## src/rtl/ir_cash_fill.sv

```systemverilog
// Instruction cash: fills from external memory after reset or refill, then serves decoder reads.
// Optional macro IR_CASH_PARITY_EN adds per-entry even parity and o_parity_err.
module ir_cash_fill #(
    parameter int DATA_WIDTH    = 16,
    parameter int IR_ADDR_WIDTH = 6
) (
    input  logic                     clk,
    input  logic                     rst_n,
    output logic                     o_ext_req,
    output logic [IR_ADDR_WIDTH-1:0] o_ext_addr,
    input  logic                     i_ext_ack,
    input  logic [DATA_WIDTH-1:0]    i_ext_data,
    input  logic                     i_refill,
    output logic                     o_cash_init_done,
    input  logic [IR_ADDR_WIDTH-1:0] i_irp,
    input  logic                     i_ren,
    output logic [DATA_WIDTH-1:0]    o_data,
`ifdef IR_CASH_PARITY_EN
    output logic                     o_parity_err,
`endif
    output logic                     o_data_valid
);

    localparam int DEPTH = 2 ** IR_ADDR_WIDTH;

    localparam logic [1:0] IDLE  = 2'd0;
    localparam logic [1:0] FILL  = 2'd1;
    localparam logic [1:0] SERVE = 2'd2;

    logic [1:0]               r_state;
    logic [1:0]               w_state_nxt;
    logic [IR_ADDR_WIDTH-1:0] r_cnt;
    logic                     r_done;
    logic [DATA_WIDTH-1:0]    r_data;
    logic                     r_valid;
    logic [DATA_WIDTH-1:0]    r_mem [DEPTH];

    logic w_fill;
    logic w_serve;
    logic w_last;
    logic w_wr;
    logic w_rd;

    assign w_fill  = (r_state == FILL);
    assign w_serve = (r_state == SERVE);
    assign w_last  = &r_cnt;
    assign w_wr    = rst_n && w_fill && i_ext_ack;
    assign w_rd    = w_serve && i_ren;

    always_comb begin
        w_state_nxt = r_state;
        case (r_state)
            IDLE:    w_state_nxt = FILL;
            FILL:    if (i_ext_ack && w_last) w_state_nxt = SERVE;
            SERVE:   if (i_refill) w_state_nxt = FILL;
            default: w_state_nxt = IDLE;
        endcase
    end

    always_ff @(posedge clk) begin
        if (!rst_n) begin
            r_state <= IDLE;
            r_cnt   <= '0;
            r_done  <= 1'b0;
            r_data  <= '0;
            r_valid <= 1'b0;
        end else begin
            r_state <= w_state_nxt;
            r_done  <= (w_state_nxt == SERVE);
            r_valid <= w_rd;
            // Counter wraps to 0 on the final ack, so SERVE always starts at 0.
            if (w_fill && i_ext_ack) begin
                r_cnt <= r_cnt + 1'b1;
            end else if (w_serve && i_refill) begin
                r_cnt <= '0;
            end
            if (w_rd) begin
                r_data <= r_mem[i_irp];
            end
        end
    end

    always_ff @(posedge clk) begin
        if (w_wr) begin
            r_mem[r_cnt] <= i_ext_data;
        end
    end

`ifdef IR_CASH_PARITY_EN
    logic r_par [DEPTH];
    logic r_perr;

    always_ff @(posedge clk) begin
        if (w_wr) begin
            r_par[r_cnt] <= ^i_ext_data;
        end
    end

    always_ff @(posedge clk) begin
        if (!rst_n) begin
            r_perr <= 1'b0;
        end else begin
            r_perr <= w_rd && ((^r_mem[i_irp]) != r_par[i_irp]);
        end
    end

    assign o_parity_err = r_perr;
`endif

    assign o_ext_req        = w_fill;
    assign o_ext_addr       = r_cnt;
    assign o_cash_init_done = r_done;
    assign o_data           = r_data;
    assign o_data_valid     = r_valid;

endmodule
```

## config.mk

```make
export PLATFORM = sky130hd
export DESIGN_NAME = ir_cash_fill
export DESIGN_NICKNAME = d
export VERILOG_FILES = /design/src/rtl/ir_cash_fill.sv
export SDC_FILE = /design/constraint.sdc
export NUM_CORES = 1
export LEC_CHECK = 0
export CORE_MARGIN = 10
export CORE_UTILIZATION = 59
export CTS_CLUSTER_SIZE = 14
export DETAILED_ROUTE_END_ITERATION = 10
export DONT_BUFFER_PORTS = 1
export MAX_ROUTING_LAYER = met4
export PLACE_DENSITY = 0.75
export SYNTH_ARGS = -nofsm -noshare
export SYNTH_HDL_FRONTEND = slang
export SYNTH_SLANG_ARGS = --single-unit
```

## constraint.sdc

```tcl
create_clock -name clk -period 4.8 [get_ports clk]
set_input_delay 0.72 -clock clk [delete_from_list [all_inputs] [get_ports clk]]
set_output_delay 0.72 -clock clk [all_outputs]
set_load 0.01 [all_outputs]
```

==> results of run 1 <==
## final timing paths
kind,end,slack (ns),cells after the start
worst min-delay path,r_mem[24][2],0.16,0
worst min register to register,r_state[0],0.51,1
worst max-delay path,o_data[8],1.56,5
worst max register to register,r_mem[54][11],1.95,6
## worst reg2reg max path: cells and delay by family, from the launching register on
family	cells	cell delay, ns
and+or+nand+nor	5	1.85
DFF	1	0.39
buffers and inverters	1	0.32
## cell usage after synthesis, drive strengths merged (17+ instances only)
| library cell | n |
|---|---|
| nor2 | 70 |
| a21oi | 19 |
| clkbuf | 60 |
| a22oi | 113 |
| edfxtp | 1024 |
| nand3 | 38 |
| nand2 | 31 |
| mux4 | 192 |
| or3 | 17 |
| mux2i | 144 |
| dfxtp | 26 |
| buf | 55 |
## per-layer routing
layer | wire length [µm] | GRT usage [%]
met5 | 0 | -
met4 | 1890 | 5.47
met3 | 10200 | 5.67
met2 | 43800 | 36.1
met1 | 35800 | 33.9
## metrics by stage
stage	hold slack, ns	total power [mW]	std cells	setup WS, ns
global placement	0.484	10.7	2735	1.17
finish	0.159	18.3	2920	1.56
floorplan	0.457	10.7	1906	1.64
detailed placement	0.501	10.7	2735	1.63
global route	0.131	18.8	2920	1.80
CTS	0.131	18.4	2917	2.03
## state kept, by name, indices dropped and copies added, names as in the netlist
register          count
o_data_valid          1
r_state               2
r_mem              1024
o_ext_addr            6
o_data               16
o_cash_init_done      1
## kinds of logic (layout without fill, tap and decap cells)
logic type | Yosys count | in the layout | share of synthesized area, %
DFF | 1050 | 1050 | 77.9
muxes | 336 | 336 | 14.4
AOI/OAI and AO/OA | 207 | 207 | 3.97
and+or+nand+nor | 195 | 195 | 2.38
buffers and inverters | 117 | 256 | 1.35
adders and majority gates | 1 | 1 | 0.0312
other | 0 | 2 | 0
## power by group
| part | internal (mW) | switching [mW] | total, mW |
|---|---|---|---|
| logic | 0.245 | 0.214 | 0.458 |
| registers | 10.1 | 0.00567 | 10.1 |
| clock network | 4.56 | 3.25 | 7.82 |
| total | 14.9 | 3.47 | 18.3 |
## cells in the final DEF, fill, tap and decap left out, types with 3 or more instances in the layout
master / Yosys / layout
or3_1: 17 / 17
dfxtp_1: 26 / 26
and2_1: 6 / 6
clkbuf_1: 60 / 15
o21ai_0: 5 / 5
nand2_1: 31 / 31
nor2b_1: 13 / 10
a22o_1: 16 / 16
a221oi_1: 4 / 4
nor2_1: 69 / 68
a21oi_1: 19 / 19
clkbuf_16: 0 / 102
nand3_1: 38 / 38
buf_4: 4 / 71
o211ai_1: 16 / 16
nand3b_1: 5 / 5
inv_6: 0 / 4
mux4_2: 192 / 192
and3_1: 3 / 3
bufinv_16: 0 / 10
clkbuf_8: 0 / 11
mux2i_1: 144 / 144
clkinv_2: 0 / 17
edfxtp_1: 1024 / 1024
a22oi_1: 113 / 113
a31oi_1: 16 / 16
a221oi_2: 12 / 12
clkinv_1: 0 / 19
## layout make-up
| class | count | area share, % |
|---|---|---|
| inverters | 2 | 0.0168 |
| diodes | 2 | 0.0112 |
| multi-input cells | 739 | 18.8 |
| well taps | 873 | 2.45 |
| repair buffers | 72 | 1.25 |
| clock inverters | 55 | 1.25 |
| flip-flops and latches | 1050 | 70.1 |
| clock buffers | 127 | 6.13 |
==> impl_metrics.csv, run 1 <==
group,metric,value,unit
status,result_of_the_run,"finished with violations",
status,violations,"max-slew violations",
sta,min_period,3.24,ns
routing,detail_route.wl_per_cell,31.4,µm
grt,grt_first_pass_wirelength,135000,µm
critical_path,critical_path_buf_inv_count,0,
die,fp.dieH,281,µm
sta,achievable-frequency,309,MHz
routing,drt_iter0_drc,2742,
critical_path,path_cells,"mux4_2 -> a22o_1 -> a221oi_2 -> a31oi_1 -> or3_1",
synthesis,async_flop_share,0,%
critical_path,startpoint,"i_irp[2]",
routing,route.antenna.remaining_nets,0,
critical_path,critical-path-max-stage-delay,0.67,ns
synthesis,synthFlopType,"edfxtp_1",
min_path,kind_of_path_behind_the_tightest_hold_check,"in -> reg",
power_and_ir_drop,powerDensity,411,mW/mm²
critical_path,critPathSlowestCell,"mux4_2",
synthesis,synth.distinct_cells,43,
grt,antenna_violations_before_repair,1,
synthesis,cell_area_after_synthesis,0.0401,mm²
placed_design,detailed_place_hpwl,51100,µm
routing,dr.pass1.iters,5,
layout,area_growth_syn_to_layout,11.1,%
layout,multiInputGateArea,0.00838,mm²
clocking,cts_max_level,3,
layout,fin_util,66.3,%
sta,tightest_slew,1.97,ns
clocking,cts_buffers,98,
clocking,clk_root_buffer_cell,"clkbuf_16",
die,core_region_area,0.0673,mm²
clocking,cts_resized,0,
routing,vias_per_cell,6.77,
clocking,cts_num_sinks,1050,
die,initial_utilization,59.7,%
clocking,cts_hold_buffers,0,
sta,timing_max_transition_violations_final,175,
synthesis,synth_top_area_share,76.6,%
layout,final_cell_area,0.0446,mm²
synthesis,syn_inst,1906,
critical_path,cp.required,5.35,ns
critical_path,timing.critical_path.arrival,3.79,ns
placed_design,gp_congestion,0.928,
placed_design,place.port_buffers,0,
grt,grt_max_degree,321,
synthesis,synth.top_cells.by_area,"edfxtp_1 (77%), mux4_2 (11%), mux2i_1 (3.6%)",
critical_path,setup.worst_path.class,"in -> reg",
critical_path,crit_fanout,320,
routing,num_vias,19800,
clocking,clk_pin_slew,0.06,ns
sta,timing.slew.headroom,-31.6,%
sta,final.setup_skew,0.0232,ns
grt,grt_pass1_vias,19500,
sta,final_min_period_over_clock_period,67.5,%
critical_path,reg2reg_from,"r_state[0]",
clocking,post-cts-setup-buffer-count,0,
sta,setup_violators_final,0,
min_path,hold_start,"i_ext_data[2]",
critical_path,critical-path-top-delay-family,"compound AO/OA/AOI/OAI gates",
synthesis,syn_nets,1934,
sta,finalHoldViolations,0,
layout,fin_nets,1991,
sta,unrepaired_setup_endpoints_after_global_routing,"no",
synthesis,syn_area_per_cell,21.1,µm²
placed_design,placed_cell_area,0.0413,mm²
critical_path,setup.worst_path.start_class,"input pin",
routing,route.detailed.drc,0,
clocking,worst_skew_pair.late_latency,0.66,ns
layout,drive_gt1_share,21.3,%
die,num_rows,95,
synthesis,sequential_element_share_of_the_synthesized_area,77.9,%
synthesis,yosysWarnings,0,
power_and_ir_drop,worst_ir_drop_vdd,324,µV
synthesis,synth_edf_count,1024,
die,io_pins,52,
die,die_w,281,µm
power_and_ir_drop,power.static_leakage,14.3,nW
layout,fillers,4139,
synthesis,synth.largest_area_cell,"edfxtp_1",
critical_path,end_kind,"flip-flop",
grt,grt.overflow.total,0,
die,design.die.area,0.0789,mm²
layout,layout.area.seq,0.0313,mm²
clocking,clock_path_buffers,3,
sta,setup_tns,0,ns
clocking,tritoncts,"yes",
synthesis,synth_seq_cells,1050,
flow_run,reported_max_cap_violation_count,0,
grt,grt.total_usage,24.1,%
routing,route.final.wire_length,91700,µm
Note: power is estimated with default switching activity, not from simulation.
==> run 2: changes to the inputs <==
Settings changed: CORE_UTILIZATION 59 to 57.
Clock period 4.8 ns to 2.75 ns, I/O delays scaled along.
==> run 2 against run 1 <==
Against the previous run:
- hold slack worse by 0.045 ns
- the run now ends clean
- global-route usage down 0.61 points
- first-iteration DRC count up 1.4%
- sequential cell count unchanged
- die area up 3.3%
- clock power up 62%
- sequential power up 74%
==> impl_metrics.csv, run 2 (synthesis gave the netlist of run 1 again) <==
group,metric,value,unit
routing,dr.pass1.iters,5,
sta,final_min_period_over_clock_period,95.1,%
sta,hold-worst-slack,0.114,ns
placed_design,detailed_place_hpwl,51600,µm
layout,layout_commonest_cell,"edfxtp_1",
critical_path,cp.required,3.08,ns
clocking,cts_resized,0,
clocking,worst_skew_pair.late_latency,0.65,ns
die,core_region_area,0.0699,mm²
layout,area_growth_syn_to_layout,12.3,%
clocking,clock_path_buffers,3,
layout,fin_nets,2031,
sta,tightest_slew,1.13,ns
critical_path,setup.worst_path.start_class,"flip-flop",
sta,setup_violators_final,0,
placed_design,dpl.cell_count,2826,
sta,timing_max_transition_violations_final,0,
layout,largest_register_ffs,1024,
critical_path,timing.critical_path.arrival,2.94,ns
critical_path,critPathSlowestCell,"dfxtp_1",
die,initial_utilization,57.4,%
critical_path,setup.worst_path.class,"reg -> reg",
routing,route.final.wire_length,92700,µm
clocking,tritoncts,"yes",
die,io_pins,52,
grt,grt_first_pass_wirelength,138000,µm
flow_run,reported_max_cap_violation_count,0,
critical_path,critical_path_buf_inv_count,1,
sta,final.setup_skew,0.0294,ns
layout,max_flop_register,"r_mem",
critical_path,critical-path-top-delay-family,"simple AND/OR/NAND/NOR gates",
routing,drt_iter0_drc,2781,
placed_design,gp_congestion,0.869,
layout,final_cells,3033,
power_and_ir_drop,switch_share,19.9,%
placed_design,placed_cell_area,0.0416,mm²
power_and_ir_drop,internal_power,25.1,mW
layout,final_cell_area,0.0451,mm²
clocking,cts_buffers,96,
critical_path,crit_fanout,16,
critical_path,end_kind,"flip-flop",
sta,finalHoldViolations,0,
clocking,cts_num_sinks,1050,
clocking,clk_pin_slew,0.07,ns
critical_path,path_cells,"and3b_1 -> nand2_1 -> nor2_1 -> nand2_1 -> nor2_1 -> buf_4",
routing,route.detailed.drc,0,
grt,grt_max_degree,321,
sta,timing.slew.headroom,24.4,%
sta,unrepaired_setup_endpoints_after_global_routing,"yes",
power_and_ir_drop,seqPwrFrac,56.0,%
sta,achievable-frequency,382,MHz
routing,num_vias,20000,
die,fp.dieH,285,µm
routing,vias_per_cell,6.61,
die,die_w,285,µm
die,design.die.area,0.0814,mm²
power_and_ir_drop,powerDensity,695,mW/mm²
clocking,post-cts-setup-buffer-count,0,
routing,route.antenna.remaining_nets,0,
sta,min_period,2.62,ns
grt,grt.overflow.total,0,
power_and_ir_drop,power.static_leakage,14.4,nW
grt,antenna_violations_before_repair,11,
clocking,clk_root_buffer_cell,"clkbuf_16",
power_and_ir_drop,power.combinational.fraction,3.5,%
power_and_ir_drop,power_frac_clock,40.5,%
layout,drive_gt1_share,21.9,%
power_and_ir_drop,p_sw,6.24,mW
status,result_of_the_run,"finished, final reports clean",
power_and_ir_drop,worst_ir_drop_vdd,548,µV
grt,grt_pass1_vias,19900,
layout,most-common-layout-cells,"edfxtp_1 (1024), mux4_2 (192), mux2i_1 (144)",
routing,detail_route.wl_per_cell,30.6,µm
critical_path,critical-path-max-stage-delay,0.45,ns
grt,grt.total_usage,23.5,%
min_path,kind_of_path_behind_the_tightest_hold_check,"in -> reg",
placed_design,place.port_buffers,0,
die,num_rows,97,
clocking,cts_max_level,3,
run 2: final cells by class:
| type | count | area [µm²] |
|---|---|---|
| Multi-Input combinational cell | 739 | 8360 |
| Clock inverter | 46 | 370 |
| Sequential cell | 1050 | 31300 |
| Fill cell | 4510 | 24800 |
| Clock buffer | 133 | 2620 |
| Inverter | 2 | 7.51 |
| Timing Repair Buffer | 114 | 1250 |
| Antenna cell | 9 | 22.5 |
| Tap cell | 940 | 1180 |
run 2: per-stage QoR:
stage | worst slack, ns | setup TNS (ns) | util [%] | power, mW
final | 0.135 | 0 | 64.5 | 31.3
after global routing | -0.0176 | -0.454 | 64.5 | 32.1
after detailed placement | -0.0199 | -0.0199 | 59.5 | 18.6
after global placement | -0.000495 | -0.000495 | 59.5 | 18.6
after floorplan | 0.350 | 0 | - | 18.6
after CTS | 0.164 | 0 | 64.4 | 31.4
run 2: final timing paths:
path	to	slack [ns]	from	cells after the start
setup / recovery	r_mem[38][5]	0.13	r_state[0]	6
hold / removal	r_mem[57][13]	0.11	i_ext_data[13]	1
setup reg to reg	r_mem[38][5]	0.13	r_state[0]	6
hold reg to reg	r_state[0]	0.57	r_state[0]	1
run 2: per-layer routing:
layer / wire (µm) / part of all wire [%] / GRT usage (%)
met4: 2530 / 2.7 / 6.65
met5: 0 / 0 / -
met1: 35600 / 38 / 31.8
met2: 45300 / 49 / 36.1
met3: 9250 / 10 / 5.11
run 2: what timing repair did:
action,4_1_cts,5_1_grt
hold buffers,18,1
endpoints found under the hold margin,1032,1
setup endpoints to repair,0,45
run 2: power groups by stage:
stage	Clock [mW]	Combinational, mW	Sequential, mW
2_1_floorplan	0	0.720	17.9
3_3_place_gp	0	0.720	17.9
3_5_place_dp	0	0.729	17.9
4_1_cts	12.8	1.06	17.6
5_1_grt	13.5	1.12	17.6
6_report	12.7	1.08	17.6
